===== src/rtl/switch_debounce.sv =====
// ---------------------------------------------------------------------------
// switch_debounce
//
// Conditions the raw DIP-switch inputs before they reach the LED/segment
// logic. Each bit is brought into the clk domain through a two-flop
// synchronizer. A bit's new level is accepted only after it has been seen
// for DEBOUNCE_CYCLES consecutive synchronized samples. All bits are
// independent.
//
// Ports
//   clk         in   1      system clock, rising edge
//   reset       in   1      synchronous, active-high reset
//   sw_raw      in   WIDTH  raw asynchronous switch levels
//   s           out  WIDTH  debounced, synchronized switch value
//   s_changed   out  WIDTH  one-cycle strobe in the cycle s[i] takes a new value
//   any_change  out  1      OR of s_changed, registered together with it
//
// Timing: a level captured into the first synchronizer flop at edge k and
// held appears on s at edge k+1+DEBOUNCE_CYCLES.
// ---------------------------------------------------------------------------
module switch_debounce #(
  parameter int WIDTH           = 4,
  parameter int DEBOUNCE_CYCLES = 240000
) (
  input  logic             clk,
  input  logic             reset,
  input  logic [WIDTH-1:0] sw_raw,
  output logic [WIDTH-1:0] s,
  output logic [WIDTH-1:0] s_changed,
  output logic             any_change
);

  localparam int CNT_W = $clog2(DEBOUNCE_CYCLES + 1);

  // Counter constants. CNT_W is at least 2 because DEBOUNCE_CYCLES >= 2.
  localparam logic [CNT_W-1:0] CNT_ZERO = {CNT_W{1'b0}};
  localparam logic [CNT_W-1:0] CNT_ONE  = {{(CNT_W-1){1'b0}}, 1'b1};
  localparam logic [CNT_W-1:0] CNT_LAST = CNT_W'(DEBOUNCE_CYCLES - 1);

  typedef enum logic [0:0] {
    STABLE  = 1'b0,
    PENDING = 1'b1
  } bit_state_e;

  // Synchronizer stages
  logic [WIDTH-1:0] sync1_r;
  logic [WIDTH-1:0] sync2_r;

  // Per-bit FSM state and stability counters
  bit_state_e       state_r   [WIDTH];
  bit_state_e       state_nxt_s [WIDTH];
  logic [CNT_W-1:0] cnt_r     [WIDTH];
  logic [CNT_W-1:0] cnt_nxt_s [WIDTH];

  // Acceptance events and next values of the registered outputs
  logic [WIDTH-1:0] accept_s;
  logic [WIDTH-1:0] s_nxt_s;
  logic [WIDTH-1:0] s_changed_nxt_s;
  logic             any_change_nxt_s;

  // Two-flop synchronizer; reset clears both stages so no flop is reset-less.
  always_ff @(posedge clk) begin
    if (reset) begin
      sync1_r <= {WIDTH{1'b0}};
      sync2_r <= {WIDTH{1'b0}};
    end else begin
      sync1_r <= sw_raw;
      sync2_r <= sync1_r;
    end
  end

  // State register: FSM state, counters and all registered outputs.
  always_ff @(posedge clk) begin
    if (reset) begin
      for (int i = 0; i < WIDTH; i++) begin
        state_r[i] <= STABLE;
        cnt_r[i]   <= CNT_ZERO;
      end
      s          <= {WIDTH{1'b0}};
      s_changed  <= {WIDTH{1'b0}};
      any_change <= 1'b0;
    end else begin
      for (int i = 0; i < WIDTH; i++) begin
        state_r[i] <= state_nxt_s[i];
        cnt_r[i]   <= cnt_nxt_s[i];
      end
      s          <= s_nxt_s;
      s_changed  <= s_changed_nxt_s;
      any_change <= any_change_nxt_s;
    end
  end

  // Next-state logic: per-bit stability tracking and acceptance decision.
  // The count is the number of consecutive samples that differ from s[i];
  // the DEBOUNCE_CYCLES-th such sample is the acceptance, so the counter
  // never climbs past DEBOUNCE_CYCLES-1.
  always_comb begin
    for (int i = 0; i < WIDTH; i++) begin
      state_nxt_s[i] = state_r[i];
      cnt_nxt_s[i]   = cnt_r[i];
      accept_s[i]    = 1'b0;
      case (state_r[i])
        STABLE: begin
          if (sync2_r[i] != s[i]) begin
            state_nxt_s[i] = PENDING;
            cnt_nxt_s[i]   = CNT_ONE;
          end else begin
            state_nxt_s[i] = STABLE;
            cnt_nxt_s[i]   = CNT_ZERO;
          end
        end
        PENDING: begin
          if (sync2_r[i] == s[i]) begin
            // Bounced back before qualifying: drop the attempt silently.
            state_nxt_s[i] = STABLE;
            cnt_nxt_s[i]   = CNT_ZERO;
          end else if (cnt_r[i] == CNT_LAST) begin
            accept_s[i]    = 1'b1;
            state_nxt_s[i] = STABLE;
            cnt_nxt_s[i]   = CNT_ZERO;
          end else begin
            state_nxt_s[i] = PENDING;
            cnt_nxt_s[i]   = cnt_r[i] + CNT_ONE;
          end
        end
        default: begin
          state_nxt_s[i] = STABLE;
          cnt_nxt_s[i]   = CNT_ZERO;
        end
      endcase
    end
  end

  // Output logic: load the synchronized level on acceptance and form strobes.
  always_comb begin
    s_nxt_s          = s;
    s_changed_nxt_s  = accept_s;
    any_change_nxt_s = |accept_s;
    for (int i = 0; i < WIDTH; i++) begin
      if (accept_s[i]) begin
        s_nxt_s[i] = sync2_r[i];
      end else begin
        s_nxt_s[i] = s[i];
      end
    end
  end

endmodule

===== config.mk =====
export PLATFORM = sky130hd
export DESIGN_NAME = switch_debounce
export DESIGN_NICKNAME = d
export VERILOG_FILES = /design/src/rtl/switch_debounce.sv
export SDC_FILE = /design/constraint.sdc
export NUM_CORES = 1
export LEC_CHECK = 0
export ABC_AREA = 1
export ABC_CLOCK_PERIOD_IN_PS = 1800
export CAP_MARGIN = 10
export CORE_AREA = 2 2 88 90
export CTS_BUF_LIST = sky130_fd_sc_hd__clkbuf_8
export DETAILED_ROUTE_END_ITERATION = 8
export DIE_AREA = 0 0 90 92
export PLACE_DENSITY = 0.79
export SLEW_MARGIN = 20
export SYNTH_ARGS = -nofsm -noshare
export SYNTH_HDL_FRONTEND = slang
export SYNTH_SLANG_ARGS = --single-unit

===== constraint.sdc =====
create_clock -name clk -period 1.8 [get_ports clk]
set_clock_uncertainty 0.05 [all_clocks]
set_input_delay 0.54 -clock clk [delete_from_list [all_inputs] [get_ports clk]]
set_output_delay 0.54 -clock clk [all_outputs]
set_load 0.02 [all_outputs]

==> flow_metrics.env <==
export IMPL_clock_sinks=93
export IMPL_syn_cell_area_sq_um=4400
export IMPL_cts_hold_buf=0
export IMPL_vias_per_cell=4.98
export IMPL_ys_ff_latch=93
export IMPL_path_delay_family="flip-flops"
export IMPL_drt_iter0_drc=126
export IMPL_fillers=651
export IMPL_ys_warn_count=0
export IMPL_fp_dieArea_sq_um=8280
export IMPL_fin_nets=633
export IMPL_max_freq_ghz=0.596
export IMPL_hold_viol=0
export IMPL_ys_types=35
export IMPL_crit_fanout=3
export IMPL_cts_tree="done"
export IMPL_vias=3630
export IMPL_cts_root_buffer="clkbuf_8"
export IMPL_start_kind="flip-flop"
export IMPL_cp_required_ns=1.21
export IMPL_row_count=32
export IMPL_fin_crit_sh_pct=93.2
export IMPL_synth_seq_area_share_pct=42.3
export IMPL_cts_buffer_depth=2
export IMPL_first_global_vias=3370
export IMPL_powerDensity_nw_per_um2=713
export IMPL_drive_gt1_share_pct=10.7
export IMPL_crit_path_end_kind="output pin"
export IMPL_cp_cell_sequence="dlygate4sd2_1"
export IMPL_htree_levels=3
export IMPL_peakVddDrop_mv=0.437
export IMPL_slew_violations=0
export IMPL_path_clk_slew_ns=0.09
export IMPL_syn_area_per_cell_sq_um=7.41
export IMPL_grt_pass1_wl_mm=13.9
export IMPL_ios=15
export IMPL_n_antenna_cell=0
export IMPL_cts_made_buffers=9
export IMPL_slowest_stage="dfxtp_1"
export IMPL_setup_violations=0
export IMPL_grt_use_total_pct=20.2
export IMPL_drc=0
export IMPL_first_pass_iters=4
export IMPL_wl_per_cell_um=10.8
export IMPL_dp_cells=714
export IMPL_area_growth_syn_to_layout_pct=10.7
export IMPL_fin_cells=729
export IMPL_gp_congestion=0.882
export IMPL_slowest_delay_ns=0.39
export IMPL_period_needed_ns=1.68
export IMPL_antenna_found_initial=0
export IMPL_drtAntennaViolNets=0
export IMPL_cp_num_buf_inv=1
export IMPL_core_area_sq_um=7450
export IMPL_max_slew_margin_pct=66.8
export IMPL_syn_nets=604
export IMPL_crit_type="reg2out"
export IMPL_maxCapViolCount=0
export IMPL_clock_latency_ns=0.35
export IMPL_grt_overflow_total=0
export IMPL_totalWireLength_mm=7.89
export IMPL_worst_ep_arrival_time_ns=1.09
export IMPL_dieHeight_um=92
export IMPL_finalPower_uw=3470
export IMPL_grt_max_degree=20
export IMPL_synthCells=594
export IMPL_io_buffers=14
export IMPL_hpwl_mm=5.88
export IMPL_rsz0062_at_grt="false"
export IMPL_leakagePower_uw=0.00169
export IMPL_initial_core_util_pct=59.1
export IMPL_status="finished clean"
export IMPL_tightest_slew_ns=0.495
export IMPL_hold_path_class="reg2reg"
export IMPL_die_w_um=90
placed cells by master, fill, tap and decap left out, types with 7 or more instances in the layout:
master,Yosys,final
nor2_1,111,111
dlygate4sd2_1,0,9
a21oi_1,19,19
nand3_1,28,28
nand3_2,10,10
xor2_1,26,26
dfxtp_1,93,93
nand4_1,21,21
xnor2_1,9,9
inv_1,75,76
clkbuf_8,0,10
nor3_2,6,7
nand2_1,120,120
o21ai_0,7,7
nor3_1,16,15
nor2_2,7,7
buf_4,0,10
layout make-up:
type                       count  area (sq um)  share of cell area, %
multi-input combinational    417          2200                   45.1
timing repair buffer          24           204                   4.18
inverter                      78           293                   6.01
sequential                    93          1860                   38.2
clock inverter                 5          52.6                   1.08
tap                          102           128                   2.62
clock buffer                  10           138                   2.82
through the flow:
stage | utilization, % | hold slack, ns | worst slack [ns] | TNS (ns) | cell area [sq um]
floorplan | - | 0.338 | 0.317 | 0 | 4400
global placement | 63.0 | 0.342 | -0.0351 | -0.401 | 4690
detailed placement | 63.0 | 0.347 | -0.0651 | -1.93 | 4690
CTS | 65.4 | 0.360 | 0.0978 | 0 | 4870
global route | 65.5 | 0.383 | 0.0790 | 0 | 4870
finish | 65.5 | 0.358 | 0.123 | 0 | 4870
path summary, 6_finish.rpt:
kind | start | to | slack, ns | cells past startpoint
setup / recovery | s[1] | s[1] | 0.12 | 1
hold / removal | sync1_r[0] | sync2_r[0] | 0.36 | 2
setup reg to reg | cnt_r[2][1] | any_change | 0.22 | 9
hold reg to reg | sync1_r[0] | sync2_r[0] | 0.36 | 2
layer usage:
metal	up-vias	part of all wire, %	global-route usage [%]
met5	-	0	0
met4	0	2.0	9.10
met3	15	2.7	3.04
met2	52	49	35.8
met1	1638	46	24.2
li1	1925	-	-
where the power goes:
group	total (uW)	internal [uW]	leakage, uW	switching (uW)
registers	2080	2070	0.000751	7.30
logic	55.4	25.0	0.000837	30.3
clock network	1340	665	0.000103	677
total	3470	2760	0.00169	715
sequential cells by signal (all words and copies together), names as in the netlist:
name and cells:
cnt_r 72, s 4, s_changed 4, state_r 4, sync1_r 4, sync2_r 4, any_change 1
kinds of logic (layout without fill, tap and decap cells):
kind of cell | after synthesis | after routing | synth area share [%]
and+or+nand+nor | 346 | 346 | 37.8
DFF | 93 | 93 | 42.3
buffers and inverters | 84 | 117 | 7.87
xor gates and xnor gates | 35 | 35 | 6.96
AOI/OAI and AO/OA | 32 | 32 | 3.95
adders and majority gates | 4 | 4 | 1.14
Yosys cell counts:
library cell  count  area, sq um
buf_2             1         5.00
or2_2             1         6.26
nand2_2           5         31.3
nor3_2            6         60.1
clkinv_1          1         3.75
nor3_4            2         32.5
nor4_1            2         12.5
clkbuf_1          1         3.75
nand3b_1          2         15.0
nand3_2          10          100
nand4_1          21          131
or2_0             5         31.3
inv_2             2         7.51
a21oi_2           1         8.76
nor3b_1           2         15.0
nand3_1          28          140
ha_1              4         50.1
a21boi_0          1         7.51
o21ai_0           7         35.0
buf_6             4         45.0
nor3_1           16         80.1
xnor2_1           9         78.8
inv_1            75          282
a21oi_1          19         95.1
o21a_1            2         15.0
nand3_4           1         17.5
nor2_2            7         43.8
nor2_4            5         56.3
nor2_1          111          417
dfxtp_1          93         1860
o21ai_1           1         5.00
nand2_1         120          450
xor2_1           26          228
o21bai_1          1         7.51
nand2_4           2         22.5
repair_timing:
item | 4_1_cts | 5_1_grt
endpoints found under the setup margin | 9 | 1
setup buffers | 0 | 0
resized for setup | 9 | 1
(Power assumes the default switching activity.)
